--- src/rtl/led_display_ctrl.sv ---
// Scan controller for an 8-digit 7-segment display shared by several
// 32-bit sources, with debounced button and timed auto-rotation.
module led_display_ctrl #(
    parameter int NUM_SRC         = 4,
    parameter int SCAN_DIV        = 50000,
    parameter int DEBOUNCE_CYCLES = 1000000,
    parameter int AUTO_FRAMES     = 256
) (
    input  logic                       i_clk,
    input  logic                       i_rst,
    input  logic [32*NUM_SRC-1:0]      i_src_data,
    input  logic [NUM_SRC-1:0]         i_src_valid,
    input  logic                       i_btn_next,
    input  logic                       i_auto_cycle,
    input  logic                       i_blank_lz,
    output logic [6:0]                 o_seg,
    output logic [7:0]                 o_an,
    output logic [$clog2(NUM_SRC)-1:0] o_src_sel,
    output logic                       o_frame_start
);

    localparam int SW = $clog2(NUM_SRC);
    localparam int PW = $clog2(SCAN_DIV);
    localparam int DW = $clog2(DEBOUNCE_CYCLES);
    localparam int AW = $clog2(AUTO_FRAMES + 1);
    localparam logic [PW-1:0] PRE_MAX  = PW'(SCAN_DIV - 1);
    localparam logic [DW-1:0] DB_MAX   = DW'(DEBOUNCE_CYCLES - 1);
    localparam logic [AW-1:0] AUTO_MAX = AW'(AUTO_FRAMES);

    function automatic logic [6:0] f_font(input logic [3:0] n);
        logic [6:0] s;
        case (n)
            4'h0: s = 7'h01;
            4'h1: s = 7'h4F;
            4'h2: s = 7'h12;
            4'h3: s = 7'h06;
            4'h4: s = 7'h4C;
            4'h5: s = 7'h24;
            4'h6: s = 7'h20;
            4'h7: s = 7'h0F;
            4'h8: s = 7'h00;
            4'h9: s = 7'h0C;
            4'hA: s = 7'h08;
            4'hB: s = 7'h60;
            4'hC: s = 7'h72;
            4'hD: s = 7'h42;
            4'hE: s = 7'h30;
            default: s = 7'h38;
        endcase
        return s;
    endfunction

    // Round-robin search for the next valid source above cur; cur if none.
    function automatic logic [SW-1:0] f_next(input logic [SW-1:0] cur,
                                             input logic [NUM_SRC-1:0] v);
        logic [SW-1:0] r;
        logic [SW-1:0] j;
        logic          hit;
        r   = cur;
        hit = 1'b0;
        for (int k = 1; k < NUM_SRC; k++) begin
            j = SW'((int'(cur) + k) % NUM_SRC);
            if (!hit && v[j]) begin
                r   = j;
                hit = 1'b1;
            end
        end
        return r;
    endfunction

    logic [PW-1:0] r_pre;
    logic [2:0]    r_idx;
    logic [31:0]   r_word;
    logic [SW-1:0] r_sel;
    logic [SW-1:0] r_shown;
    logic          r_fs;
    logic [7:0]    r_an;
    logic [6:0]    r_seg;
    logic          r_b1;
    logic          r_b2;
    logic          r_db;
    logic [DW-1:0] r_dcnt;
    logic [AW-1:0] r_acnt;

    logic [31:0]   w_src [NUM_SRC];
    logic          w_tick;
    logic          w_latch;
    logic          w_cur_ok;
    logic [SW-1:0] w_adv;
    logic [SW-1:0] w_lat_sel;
    logic [SW-1:0] w_sel_nx;
    logic [SW-1:0] w_shown_nx;
    logic [2:0]    w_idx_nx;
    logic [31:0]   w_word_nx;
    logic [31:0]   w_digit;
    logic          w_blank;
    logic [6:0]    w_seg_nx;
    logic          w_btn_req;
    logic          w_auto_req;

    always_comb begin
        for (int k = 0; k < NUM_SRC; k++) begin
            w_src[k] = i_src_data[32*k +: 32];
        end
    end

    assign w_btn_req  = r_b2 && !r_db && (r_dcnt == DB_MAX);
    assign w_auto_req = i_auto_cycle && (r_acnt == AUTO_MAX);

    always_comb begin
        w_tick     = (r_pre == PRE_MAX);
        w_latch    = w_tick && (r_idx == 3'd7);
        w_adv      = f_next(r_sel, i_src_valid);
        w_cur_ok   = i_src_valid[r_sel];
        w_lat_sel  = w_cur_ok ? r_sel : w_adv;
        w_idx_nx   = w_tick ? r_idx + 3'd1 : r_idx;
        w_word_nx  = r_word;
        w_shown_nx = r_shown;
        if (w_latch) begin
            w_word_nx  = (|i_src_valid) ? w_src[w_lat_sel] : 32'h0;
            w_shown_nx = w_lat_sel;
        end
        // Button and auto share one advance; an invalid source at latch also advances.
        w_sel_nx = (w_btn_req || w_auto_req || (w_latch && !w_cur_ok)) ? w_adv : r_sel;
        w_digit  = w_word_nx >> {w_idx_nx, 2'b00};
        w_blank  = i_blank_lz && (w_idx_nx != 3'd0) && (w_digit == 32'h0);
        w_seg_nx = w_blank ? 7'h7F : f_font(w_digit[3:0]);
    end

    always_ff @(posedge i_clk or posedge i_rst) begin
        if (i_rst) begin
            r_pre   <= '0;
            r_idx   <= '0;
            r_word  <= '0;
            r_sel   <= '0;
            r_shown <= '0;
            r_fs    <= 1'b0;
            r_an    <= 8'hFE;
            r_seg   <= 7'h01;
            r_b1    <= 1'b0;
            r_b2    <= 1'b0;
            r_db    <= 1'b0;
            r_dcnt  <= '0;
            r_acnt  <= '0;
        end else begin
            r_pre   <= w_tick ? '0 : r_pre + 1'b1;
            r_idx   <= w_idx_nx;
            r_word  <= w_word_nx;
            r_sel   <= w_sel_nx;
            r_shown <= w_shown_nx;
            r_fs    <= w_latch;
            r_an    <= ~(8'b1 << w_idx_nx);
            r_seg   <= w_seg_nx;
            r_b1    <= i_btn_next;
            r_b2    <= r_b1;
            if (r_b2 == r_db) begin
                r_dcnt <= '0;
            end else if (r_dcnt == DB_MAX) begin
                r_db   <= r_b2;
                r_dcnt <= '0;
            end else begin
                r_dcnt <= r_dcnt + 1'b1;
            end
            if (!i_auto_cycle || w_auto_req) begin
                r_acnt <= '0;
            end else if (w_latch) begin
                r_acnt <= r_acnt + 1'b1;
            end
        end
    end

    assign o_an          = r_an;
    assign o_seg         = r_seg;
    assign o_src_sel     = r_shown;
    assign o_frame_start = r_fs;

endmodule
--- config.mk ---
export PLATFORM = sky130hd
export DESIGN_NAME = led_display_ctrl
export DESIGN_NICKNAME = d
export VERILOG_FILES = /design/src/rtl/led_display_ctrl.sv
export SDC_FILE = /design/constraint.sdc
export NUM_CORES = 1
export LEC_CHECK = 0
export CORE_ASPECT_RATIO = 1.2
export CORE_UTILIZATION = 25
export CTS_CLUSTER_DIAMETER = 60
export CTS_CLUSTER_SIZE = 30
export DETAILED_ROUTE_END_ITERATION = 16
export HOLD_SLACK_MARGIN = 0.12
export PLACE_DENSITY = 0.53
export RECOVER_POWER = 25
export SLEW_MARGIN = 20
export SYNTH_ARGS = -nofsm -noshare
export SYNTH_HDL_FRONTEND = slang
export SYNTH_SLANG_ARGS = --single-unit
--- constraint.sdc ---
create_clock -name i_clk -period 10.7 [get_ports i_clk]
set_clock_uncertainty 0.05 [all_clocks]
set_input_delay 1.605 -clock i_clk [delete_from_list [all_inputs] [get_ports i_clk]]
set_output_delay 1.605 -clock i_clk [all_outputs]
set_load 0.1 [all_outputs]
# Yosys cells after proc, flatten, opt, wreduce, memory -nomap -nowiden

Memory sizes are Yosys's and may differ from the RTL's.
Cells that the tools add are included.

Register bits after elaboration: 103
Bits in read-only memories: 112
Input port bits: 137
Output and inout port bits: 18
Word-level logic and storage cells: 84
Memories: 1

Memory list:

| memory           | words | bits a word | rd ports | clocked after Yosys merged registers in | wr ports | line | RTL |
|---|---|---|---|---|---|---|---|
| (name not given) | 16    | 7           | 1        | 0                                       | 0        | 32   | `case (n)` |

Add/subtract/negate cells: 7
Order comparisons: 5
Eq/ne operators: 5
Shifts and indexed selects: 2
Mux-type cells: 26
Bitwise gates (word level): 3
Reduce and logical (&&, ||, !) cells: 22

Operator list:

| kind                  | count |
|---|---|
| $mux 32               | 4 |
| $bmux 32 s2           | 1 |
| $mux 20               | 2 |
| $logic_not 32->1      | 1 |
| $shr 32x5->32         | 1 |
| $add 20x1->20 const B | 1 |
| $eq 20x20->1 const B  | 1 |
| $mux 9                | 2 |
| $add 16x1->16 const B | 1 |
| $eq 16x16->1 const B  | 1 |
| $mux 16               | 1 |
| $lt 2x3->1 const B    | 4 |
| $add 9x1->9 const B   | 1 |
| $eq 9x9->1 const B    | 1 |
| $logic_and 1x1->1     | 9 |
| $bmux 1 s2            | 4 |
| $mux 2                | 4 |
| $not 8->8             | 1 |
| $shl 1x3->8 const A   | 1 |
| $mux 7                | 1 |
| $mux 1                | 6 |
| $logic_not 1->1       | 5 |
| $add 2x2->2 const B   | 2 |
| $reduce_or 4->1       | 1 |
| 12 further kinds      | 14 |

# Logic depth before layout (Yosys ltp)

Gate-level depths: netlist of run 1.

Depth after elaboration: 21
Gate-level depth with buffers: 18
Depth with buffers taken out: 16

# Worst setup path before layout of run 1

Ideal clock, no wire load.

Path kind: input-to-reg
Start point: in i_src_valid[2]
End point: reg r_seg[3] (netlist: o_seg[3])
Library setup time: 129 ps
Data arrival time: 5042 ps
Required time: 10521 ps
Path slack: 5479 ps
Stages: 17
Cell sequence: clkbuf_1 -> nor2b_1 -> o21ai_1 -> nand3_1 -> buf_1 -> clkbuf_1 -> clkbuf_1 -> nand2_1 -> a22oi_1 -> a22o_1 -> mux2i_1 -> o221ai_1 -> inv_1 -> ha_1 -> mux2_2 -> nor2_1 -> o31ai_1

Cells in the longest elaborated chain, start to end: 20

RTL lines:

| what                                                 | line | RTL |
|---|---|---|
| start: declaration                                   | 12   | `input logic [NUM_SRC-1:0] i_src_valid,` |
| $bmux 1 s2                                           | 63   | `if (!hit && v[j]) begin` |
| $mux 1 (not written as such)                         | 63   |  |
| $mux 1                                               | 63   |  |
| $logic_not 1->1                                      | 63   |  |
| $logic_and 1x1->1                                    | 63   |  |
| $mux 1                                               | 63   |  |
| $logic_not 1->1                                      | 63   |  |
| $logic_and 1x1->1                                    | 63   |  |
| [... 4 more ...]                                     | --   |  |
| $mux 32 (not written as such) (2 in a row)           | 120  | `w_word_nx = (\|i_src_valid) ? w_src[w_lat_sel] : 32'h0;` |
| $mux 32 (*)                                          | 120  |  |
| $mux 32 (*)                                          | 119  | `if (w_latch) begin` |
| named net w_word_nx[0]                               | 94   | `logic [31:0] w_word_nx;` |
| $shr 32x5->32 (*)                                    | 125  | `w_digit = w_word_nx >> {w_idx_nx, 2'b00};` |
| branches (longest 2 deep; another with $mem_v2 16x7) | --   |  |
| $mux 7 (*)                                           | 127  | `w_seg_nx = w_blank ? 7'h7F : f_font(w_digit[3:0]);` |
| named net w_seg_nx[3]                                | 97   | `logic [6:0] w_seg_nx;` |
| end signal: assignment                               | 153  | `r_seg <= w_seg_nx;` |
| end: declaration                                     | 78   | `logic [6:0] r_seg;` |

Mark *: on every way through the listed nets, which the timed path passes. The select of a mux whose other input is x is not followed.
A chain may end at the register's enable or synchronous reset.

# Final worst setup path of run 1

Start point: in i_src_valid[2]
End point: reg r_seg[1] (netlist: o_seg[1])

Cells in the longest elaborated chain, start to end: 20

RTL lines:

| what                                                 | line |
|---|---|
| $bmux 1 s2                                           | 63 |
| $mux 1 (not written as such)                         | 63 |
| $mux 1                                               | 63 |
| $logic_not 1->1                                      | 63 |
| $logic_and 1x1->1                                    | 63 |
| $mux 1                                               | 63 |
| $logic_not 1->1                                      | 63 |
| $logic_and 1x1->1                                    | 63 |
| [... 3 more ...]                                     | -- |
| $bmux 32 s2                                          | 120 |
| $mux 32 (not written as such) (2 in a row)           | 120 |
| $mux 32 (*)                                          | 120 |
| $mux 32 (*)                                          | 119 |
| $shr 32x5->32 (*)                                    | 125 |
| branches (longest 2 deep; another with $mem_v2 16x7) | -- |
| $mux 7 (*)                                           | 127 |
| named net w_seg_nx[1]                                | 97 |

Marks and branches as above.

==> reports/metrics.yaml, run 1 <==
hold_path_class: "flop to flop"
combPwrFrac: 0.222
synth_ff_type: "dfrtp_1"
post_cts_buffers: 0
final_common_cell: "clkdlybuf4s50_1"
avgRoutedWirePerCell_um: 18.27
io_pins: 155
num_rows: 66
cts.path.max_buffers: 2
layout_common_cells: "151 x clkdlybuf4s50_1, 106 x nand2_1, 95 x dfrtp_1"
cts_resized: 0
ys_types: 75
power.leakage_nw: 3.787
diodes: 0
cap_violations: 2
cts_tree: "built"
path_cells: "clkdlybuf4s50_1 > nor2b_1 > o21ai_0 > nand3_1 > a221oi_1 > nor4_1 > a211o_1 > mux2i_1 > o21ai_1 > inv_1 > ha_1 > nand3_1 > nor3_2 > nand4_2 > o211ai_1"
crit_family: "compound AO/OA/AOI/OAI gates"
cp.depth: 15
finalCritPeriodShare: 0.5701
grt_pass1_wl_um: 37250
fp.dieArea_um2: 28630
io_buffers: 154
synth-edff-count: 0
yosysWarningCount: 0
p_clk_frac: 0.349
status: "finished with violations"
slew_viol_final: 66
p_total_mw: 0.9345
synthArstFlopShare: 1.000
netlist_area_um2: 6988
grt_start_max_net_pins: 55
grt-ovfl-total: 0
setup_viol: 0
cp_slowest_cell: "nand3_1"
power_frac_seq: 0.429
rsz0062_at_grt: "no"
worst_slew_pin_slew_ps: 2386
coreArea_um2: 27250
synth_area_leader_cell: "dfrtp_1"
startpoint_type: "input pin"
dp.final_hpwl_um: 18090
num-nets-final: 1112
violations: "max-capacitance violations, max-slew violations"
period_needed_ps: 6100
slowest_delay_ps: 870
clock_latency_ps: 350
r2r-start: "r_pre[5]"
clock-root-buffer: "clkbuf_16"
swShare: 0.3015
critPathKind: "input pin to flop"
ys_seq_area_frac: 0.3703
max_freq_mhz: 163.9
numCtsBuffers: 9
antenna_left: 0
syn_to_final_growth_pct: 31.71
end_kind: "flop"
synth_top_area_frac: 0.3402
grt_antenna_before_repair: 0
initial_utilization: 0.2564
path_buf_inv: 2
r2r_setup_slack_ps: 5230
vias: 6908
grt_pass1_vias: 6619
routed_wirelength_um: 23920
slew_headroom: -0.5994
crit_required_ps: 10920
power_density_nw_per_um2: 101.5
grt_usage: 0.1674
p_int_mw: 0.6527
ys_ff_latch: 103
ctsHoldBuffers: 0
synthTopCellsByArea: "dfrtp_1 34%, nand2_1 5.7%, mux2i_1 5.2%"
via_per_inst: 5.277
hold_viol: 0
r2r_end: "o_seg[3]"
endpoint: "o_seg[1]"
fin_tns_setup_ps: 0
synthCells: 835
cts.clk_slew.worst_paths_ps: 80
first_iter_violations: 487
cp-startpoint: "i_src_valid[2]"
avgSynthCellArea_um2: 8.369
crit_fanout: 25
htreeDepth: 3
reg2regPathDepth: 12
drive_gt1_frac: 0.06914
drt-pass1-iter-count: 5
worstPathArrival_ps: 6320
irDropWorstVdd_mv: 0.07408
place_congestion: 0.8499
p_sw_mw: 0.2818
synthesis.nets: 983
cp_common_cell: "nand3_1"
drcViolationCount: 0
die_y_um: 185.1
cts_sinks: 103
die_w_um: 154.6
==> worst min path at each step <==
stage | cells after the start | to | start
2_1_floorplan | 0 | r_b2 | r_b1
3_3_place_gp | 0 | r_b2 | r_b1
3_5_place_dp | 0 | r_b2 | r_b1
4_1_cts | 0 | r_b2 | r_b1
5_1_grt | 0 | r_b2 | r_b1
6_report | 0 | r_b2 | r_b1
==> routing by layer <==
metal  vias to the layer above  share of wire  wire (µm)  global-route usage
met1                      3317           0.46      10900              0.2339
met5                         -              0          0                   0
li1                       3313              -          -                   -
met4                         0          0.019        456             0.05347
met2                       249           0.47      11140              0.2643
met3                        29          0.060       1424             0.02480
==> Yosys cell counts, drive strengths merged, types with 5 or more instances <==
cell type  instances
a21oi             44
o21ai             48
buf                5
clkbuf            46
o31ai             10
mux2i             36
o22ai              6
a221oi             8
and2               8
a22oi             12
xnor2             13
nor2b              8
nor2              69
o211ai            16
inv               40
a22o               8
nor3              18
o21a               5
or3               11
a211oi            10
nand2            106
ha                11
nand3             34
nand4             23
mux2               9
dfstp              8
xor2              21
o221ai            13
nor4              13
dfrtp             95
a21o               7
and3              12
==> power groups by stage <==
| stage | combinational [mW] | sequential, mW | clock (mW) |
|---|---|---|---|
| final | 0.208 | 0.401 | 0.326 |
| after detailed placement | 0.208 | 0.408 | 0 |
| after global placement | 0.207 | 0.408 | 0 |
| after floorplan | 0.104 | 0.417 | 0 |
| after global routing | 0.225 | 0.402 | 0.351 |
| after CTS | 0.209 | 0.401 | 0.336 |
==> flip-flops by register name, indices dropped and copies added, names as in the netlist <==
name           flops
r_db               1
o_frame_start      1
r_acnt             9
r_b2               1
r_dcnt            20
r_idx              3
r_word            32
o_seg              7
r_sel              2
r_b1               1
r_pre             16
o_src_sel          2
o_an               8
==> per-stage QoR <==
stage	util	setup WS (ps)	cells	hold slack, ps	cell area, µm²
after floorplan	-	5479	835	281.2	6988
after global placement	0.3273	4472	1293	313.3	8919
after detailed placement	0.3273	4395	1293	295.9	8919
after CTS	0.3380	4732	1309	325.5	9211
after global routing	0.3377	4227	1309	339.7	9204
final	0.3377	4600	1309	317.5	9204
==> kinds of logic (layout without fill, tap and decap cells) <==
| logic type | Yosys count | count (layout) | share of synthesized area |
|---|---|---|---|
| compound gates | 230 | 230 | 0.2267 |
| buf+inv | 92 | 226 | 0.04978 |
| mux | 45 | 45 | 0.06661 |
| flops | 103 | 103 | 0.3703 |
| simple gates | 320 | 320 | 0.2244 |
| xor+xnor | 34 | 34 | 0.04261 |
| fa+ha+maj | 11 | 11 | 0.01970 |
==> layout make-up <==
cell class              instances  area (µm²)
fillers                      2848       18050
multi-input cells             640        4089
flip-flops and latches        103        2587
repair buffers                169        1654
well taps                     340       425.4
clock buffers                   9       225.2
inverters                      41       155.1
clock inverters                 7       67.56
Power figures use the tool's default switching activity.
==> run 2, diff against run 1 <==
--- a/config.mk
+++ b/config.mk
@@ -11,7 +11,7 @@
 export CTS_CLUSTER_SIZE = 30
 export DETAILED_ROUTE_END_ITERATION = 16
 export HOLD_SLACK_MARGIN = 0.12
-export PLACE_DENSITY = 0.53
+export PLACE_DENSITY = 0.55
 export RECOVER_POWER = 25
 export SLEW_MARGIN = 20
 export SYNTH_ARGS = -nofsm -noshare
==> constraint.sdc (replaced) <==
create_clock -name i_clk -period 5.5 [get_ports i_clk]
set_clock_uncertainty 0.05 [all_clocks]
set_input_delay 0.825 -clock i_clk [delete_from_list [all_inputs] [get_ports i_clk]]
set_output_delay 0.825 -clock i_clk [all_outputs]
set_load 0.1 [all_outputs]
==> reports/metrics.yaml, run 2 (same netlist as run 1, synthesis figures left out) <==
finalCritPeriodShare: 0.8673
vias: 7001
crit_required_ps: 5680
numCtsBuffers: 9
cp_slowest_cell: "clkdlybuf4s50_1"
path_cells: "clkdlybuf4s50_1 > nor3_1 > nand2b_1 > nand3_1 > buf_4 > o221ai_1 > nand3_1 > a22oi_1 > mux2i_1 > o21ai_1 > inv_1 > ha_1 > mux2_2 > nor2_1 > o31ai_1"
slew_headroom: -1.057
clock-root-buffer: "clkbuf_16"
first_iter_violations: 461
cts.path.max_buffers: 2
layout_common_cells: "152 x clkdlybuf4s50_1, 106 x nand2_1, 95 x dfrtp_1"
via_per_inst: 5.304
combPwrFrac: 0.226
largest_register_ff_count: 32
avgRoutedWirePerCell_um: 18.37
multi_input_area_um2: 4095
period_needed_ps: 4770
critPathKind: "input pin to flop"
routed_wirelength_um: 24240
worstPathArrival_ps: 4950
htreeDepth: 3
num-nets-final: 1123
crit_fanout: 13
grt_usage: 0.1696
die_y_um: 185.1
cap_violations: 1
slowest_delay_ps: 670
place_congestion: 0.8656
violations: "max-capacitance violations, max-slew violations"
crit_family: "buffers and inverters"
die_w_um: 154.6
layout.area.seq_um2: 2587
syn_to_final_growth_pct: 33.50
io_pins: 155
power_density_nw_per_um2: 200.6
hold_path_depth: 0
grt_start_max_net_pins: 80
num_rows: 66
max_freq_mhz: 209.6
grt_antenna_before_repair: 0
path_buf_inv: 3
grt-ovfl-total: 0
cts.clk_slew.worst_paths_ps: 80
cp.depth: 15
grt_pass1_wl_um: 37720
slew_viol_final: 80
hold_path_class: "flop to flop"
reg2regPathDepth: 15
io_buffers: 154
drive_gt1_frac: 0.08163
hold_ws_ps: 307.0
regMostFlops: "r_word"
irDropWorstVdd_mv: 0.1301
dpl.cell_count: 1304
worst_slew_pin_slew_ps: 3085
p_int_mw: 1.318
drcViolationCount: 0
setup_viol: 0
r2r_setup_slack_ps: 990
cp_common_cell: "nand3_1"
final-instance-count-excl-fill: 1320
p_sw_mw: 0.5533
fin_tns_setup_ps: 0
cts_sinks: 103
power_frac_seq: 0.417
fillers: 2815
end_kind: "flop"
fp.dieArea_um2: 28630
reg_top3: "r_word (32), r_dcnt (20), r_pre (16)"
cts_tree: "built"
status: "finished with violations"
diodes: 0
post_cts_buffers: 0
antenna_left: 0
startpoint_type: "input pin"
rsz0062_at_grt: "no"
initial_utilization: 0.2564
drt-pass1-iter-count: 5
swShare: 0.2957
grt_pass1_vias: 6841
final_area_um2: 9329
ctsHoldBuffers: 0
hold_viol: 0
dpl_cell_area_um2: 9026
dp.final_hpwl_um: 18410
final_common_cell: "clkdlybuf4s50_1"
power.leakage_nw: 3.848
cts_resized: 0
clock_latency_ps: 360
p_clk_frac: 0.357
coreArea_um2: 27250
-- run 2: power groups by stage --
stage / clock network (mW) / logic, mW / registers, mW
after floorplan: 0 / 0.202 / 0.811
after global placement: 0 / 0.421 / 0.794
after detailed placement: 0 / 0.419 / 0.794
after CTS: 0.691 / 0.421 / 0.779
after global routing: 0.715 / 0.453 / 0.781
final: 0.669 / 0.423 / 0.780
-- run 2: layout make-up --
cell class | count | area share
Clock inverter | 7 | 0.008584
Inverter | 41 | 0.01650
Timing Repair Buffer | 180 | 0.1888
Clock buffer | 9 | 0.02414
Sequential cell | 103 | 0.2774
Multi-Input combinational cell | 640 | 0.4390
Tap cell | 340 | 0.04560
-- run 2: per-stage QoR --
stage | utilization | power [mW] | worst slack, ps
2_1_floorplan | - | 1.013 | 1059
3_3_place_gp | 0.3312 | 1.215 | 505.6
3_5_place_dp | 0.3312 | 1.213 | 476.9
4_1_cts | 0.3424 | 1.891 | 844.1
5_1_grt | 0.3423 | 1.950 | 464.8
6_report | 0.3423 | 1.871 | 730.0
-- run 2: path summary, 6_finish.rpt --
| check | start | end |
|---|---|---|
| worst min-delay path | r_b1 | r_b2 |
| worst max register to register | r_pre[5] | o_seg[4] |
| worst min register to register | r_b1 | r_b2 |
| min in group asynchronous | i_rst | r_dcnt[3] |
| max in group asynchronous | i_rst | r_word[14] |
| worst max-delay path | i_src_valid[3] | o_seg[3] |
-- run 2: routing by layer --
layer  vias to the layer above  wire (µm)  global-route usage
li1                       3353          -                   -
met1                      3368      11020              0.2251
met2                       245      11430              0.2773
met3                        35       1255             0.02363
met4                         0        539             0.06851
met5                         -          0                   0
==> run 3, diff against run 2 <==
--- a/config.mk
+++ b/config.mk
@@ -7,7 +7,6 @@
 export LEC_CHECK = 0
 export CORE_ASPECT_RATIO = 1.2
 export CORE_UTILIZATION = 25
-export CTS_CLUSTER_DIAMETER = 60
 export CTS_CLUSTER_SIZE = 30
 export DETAILED_ROUTE_END_ITERATION = 16
 export HOLD_SLACK_MARGIN = 0.12
==> results of run 3 <==
Final layout, timing and power as in run 2 (identical DEF).
==> patch (config.mk and constraints of run 2) <==
Set the parameter `DEBOUNCE_CYCLES` to 2000000 (it was 1000000).
--- a/src/rtl/led_display_ctrl.sv
+++ b/src/rtl/led_display_ctrl.sv
@@ -3,7 +3,7 @@
 module led_display_ctrl #(
     parameter int NUM_SRC         = 4,
     parameter int SCAN_DIV        = 50000,
-    parameter int DEBOUNCE_CYCLES = 1000000,
+    parameter int DEBOUNCE_CYCLES = 2000000,
     parameter int AUTO_FRAMES     = 256
 ) (
     input  logic                       i_clk,
Check against the original RTL: no difference found for any inputs over 10 cycles, from zero or initial values and one cycle with i_rst high; that may be too few to reach the edited logic, so the function may still have changed.
==> patch against run 2 <==
Critical path type unchanged; global-route usage is 2.0 points lower; power increased by 1.9%; area after synthesis decreased by 6.1%; setup slack got worse by 0.076 ns; routed wire length shrank 19%; design area down 3.6%; core utilization grew 0.84 points; sequential cell count increased by 1; the flow still finishes with violations (capacitance limit, slew limit).
==> patch: results (changes against run 2) <==
cts_setup_buffers: 0  # unchanged
syn-num-nets: 837  # was 983
vias_per_cell: 4.979  # was 5.304
pre_cts_ws_ns: 0.2810  # was 0.4769 ns
clock_path_buffers: 2  # unchanged
status: "complete, but fails checks"  # unchanged
min_to: "r_b2"  # unchanged
peakVddDrop_uv: 104.6  # was 130.1 uV
synth_area_leaders: "dfrtp_1 37%, mux4_2 8.2%, nand2_1 5.2%"  # was dfrtp_1 34%, nand2_1 5.7%, mux2i_1 5.2%
htreeDepth: 3  # unchanged
grt_first_pass_wirelength_um: 31570  # was 37720 um
cts_resized: 0  # unchanged
grt_pass1_vias: 5865  # was 6841
drtIter0Drc: 352  # was 461
hold_ws_ns: 0.3042  # was 0.3070 ns
drv_slew: 65  # was 80
grt_use_total_pct: 15.00  # was 16.96%
violations: "capacitance limit, slew limit"  # unchanged
port_buffers: 154  # unchanged
worstHoldStart: "r_b1"  # unchanged
synth_async_sr_flop_share_pct: 100.0  # unchanged
firstDrtPassIters: 5  # unchanged
hold_path_class: "flop to flop"  # unchanged
syn_inst: 689  # was 835
netlist_top_cells_count: "96 x dfrtp_1, 91 x nand2_1, 76 x nor2_1"  # was 106 x nand2_1, 95 x dfrtp_1, 68 x nor2_1
min_path_cells: 0  # unchanged
synth_cell_types: 74  # was 75
place_congestion: 0.8377  # was 0.8656
power.leakage_uw: 0.003683  # was 0.003848 uW
hpwl_um: 15410  # was 18410 um
ff2ff_path_depth: 13  # was 15
wire_per_inst_um: 16.69  # was 18.37 um
antenna_found_initial: 0  # unchanged
layout-drive-gt1-share_pct: 12.32  # was 8.163%
num_antenna_cells: 0  # unchanged
top_regs: "r_word (32), r_dcnt (21), r_pre (16)"  # was r_word (32), r_dcnt (20), r_pre (16)
timing.rr.start: "r_pre[11]"  # was r_pre[5]
cts_buffers: 9  # unchanged
path_clk_slew_ns: 0.08  # about the same
cts_root_buffer: "clkbuf_16"  # unchanged
critPathMaxFanout: 14  # was 13
worstMarginPinSlew_ns: 2.897  # was 3.085 ns
r2r-end: "o_seg[4]"  # unchanged
ys_warn_count: 0  # unchanged
fill_cells: 2595  # was 2815
reg2reg_slack_ns: 0.75  # was 0.99 ns
layout.nets: 995  # was 1123
grt_max_degree: 65  # was 80
yosysSeqAreaShare_pct: 39.82  # was 37.03%
max_cap_viol_count: 1  # unchanged
routed_wl_um: 19730  # was 24240 um
worstSkewPairLatency_ns: 0.35
-- patch: where the power goes --
| part | switching (uW) | internal, uW |
|---|---|---|
| logic | 142 | 180 |
| clock network | 305 | 506 |
| registers | 4.87 | 768 |
| total | 451 | 1450 |
-- patch: final cells by class --
cell class                 count  area (um^2)  share of cell area, %
clock buffer                  10        239.0                  2.659
clock inverter                 6        137.6                  1.531
inverter                      24        91.34                  1.016
multi-input combinational    524         3704                  41.20
sequential                   104         2613                  29.06
tap                          330        412.9                  4.594
timing repair buffer         184         1792                  19.93
-- patch: how the worst max path moves through the flow --
stage,from,cells past startpoint,endpoint,slack (ns)
3_5_place_dp,i_src_valid[1],15,o_seg[4],0.28
5_1_grt,i_src_valid[1],15,o_seg[4],0.26
4_1_cts,i_src_valid[1],15,o_seg[4],0.65
6_report,i_src_valid[1],15,o_seg[4],0.65
3_3_place_gp,i_src_valid[1],15,o_seg[4],0.46
2_1_floorplan,i_src_valid[0],14,o_seg[4],1.03
-- patch: metrics by stage --
stage          total power (uW)  area [um^2]
5_1_grt                    1978         8989
3_5_place_dp               1112         8613
2_1_floorplan             944.0         6561
6_report                   1906         8989
3_3_place_gp               1111         8613
4_1_cts                    1927         8990
-- patch: layer usage --
metal | vias up | track usage, % | share of wire (%)
met1 | 2843 | 20.37 | 46
met3 | 21 | 2.386 | 4.8
met4 | 0 | 5.495 | 2.0
met2 | 169 | 23.85 | 47
li1 | 2852 | - | -
met5 | - | 0 | 0
-- patch: cells by family after synthesis --
logic type | Yosys count | share of synthesized area (%)
AOI/OAI and AO/OA | 159 | 17.54
and+or+nand+nor | 268 | 19.32
muxes | 47 | 11.84
adders and majority gates | 11 | 2.098
DFF | 104 | 39.82
xor gates and xnor gates | 39 | 5.206
buffers and inverters | 61 | 4.176
-- patch: worst max-delay path, stage by stage --
cell	delay (ns)
clkdlybuf4s50_1	0.68
nor2_1	0.16
o21ba_2	0.27
nor3_4	0.22
buf_4	0.27
mux4_2	0.54
a22o_1	0.22
o21ai_0	0.14
o21ai_0	0.10
o2bb2ai_1	0.36
ha_1	0.26
nand2_1	0.08
a2111oi_1	0.37
o2111ai_2	0.33
o311ai_0	0.19
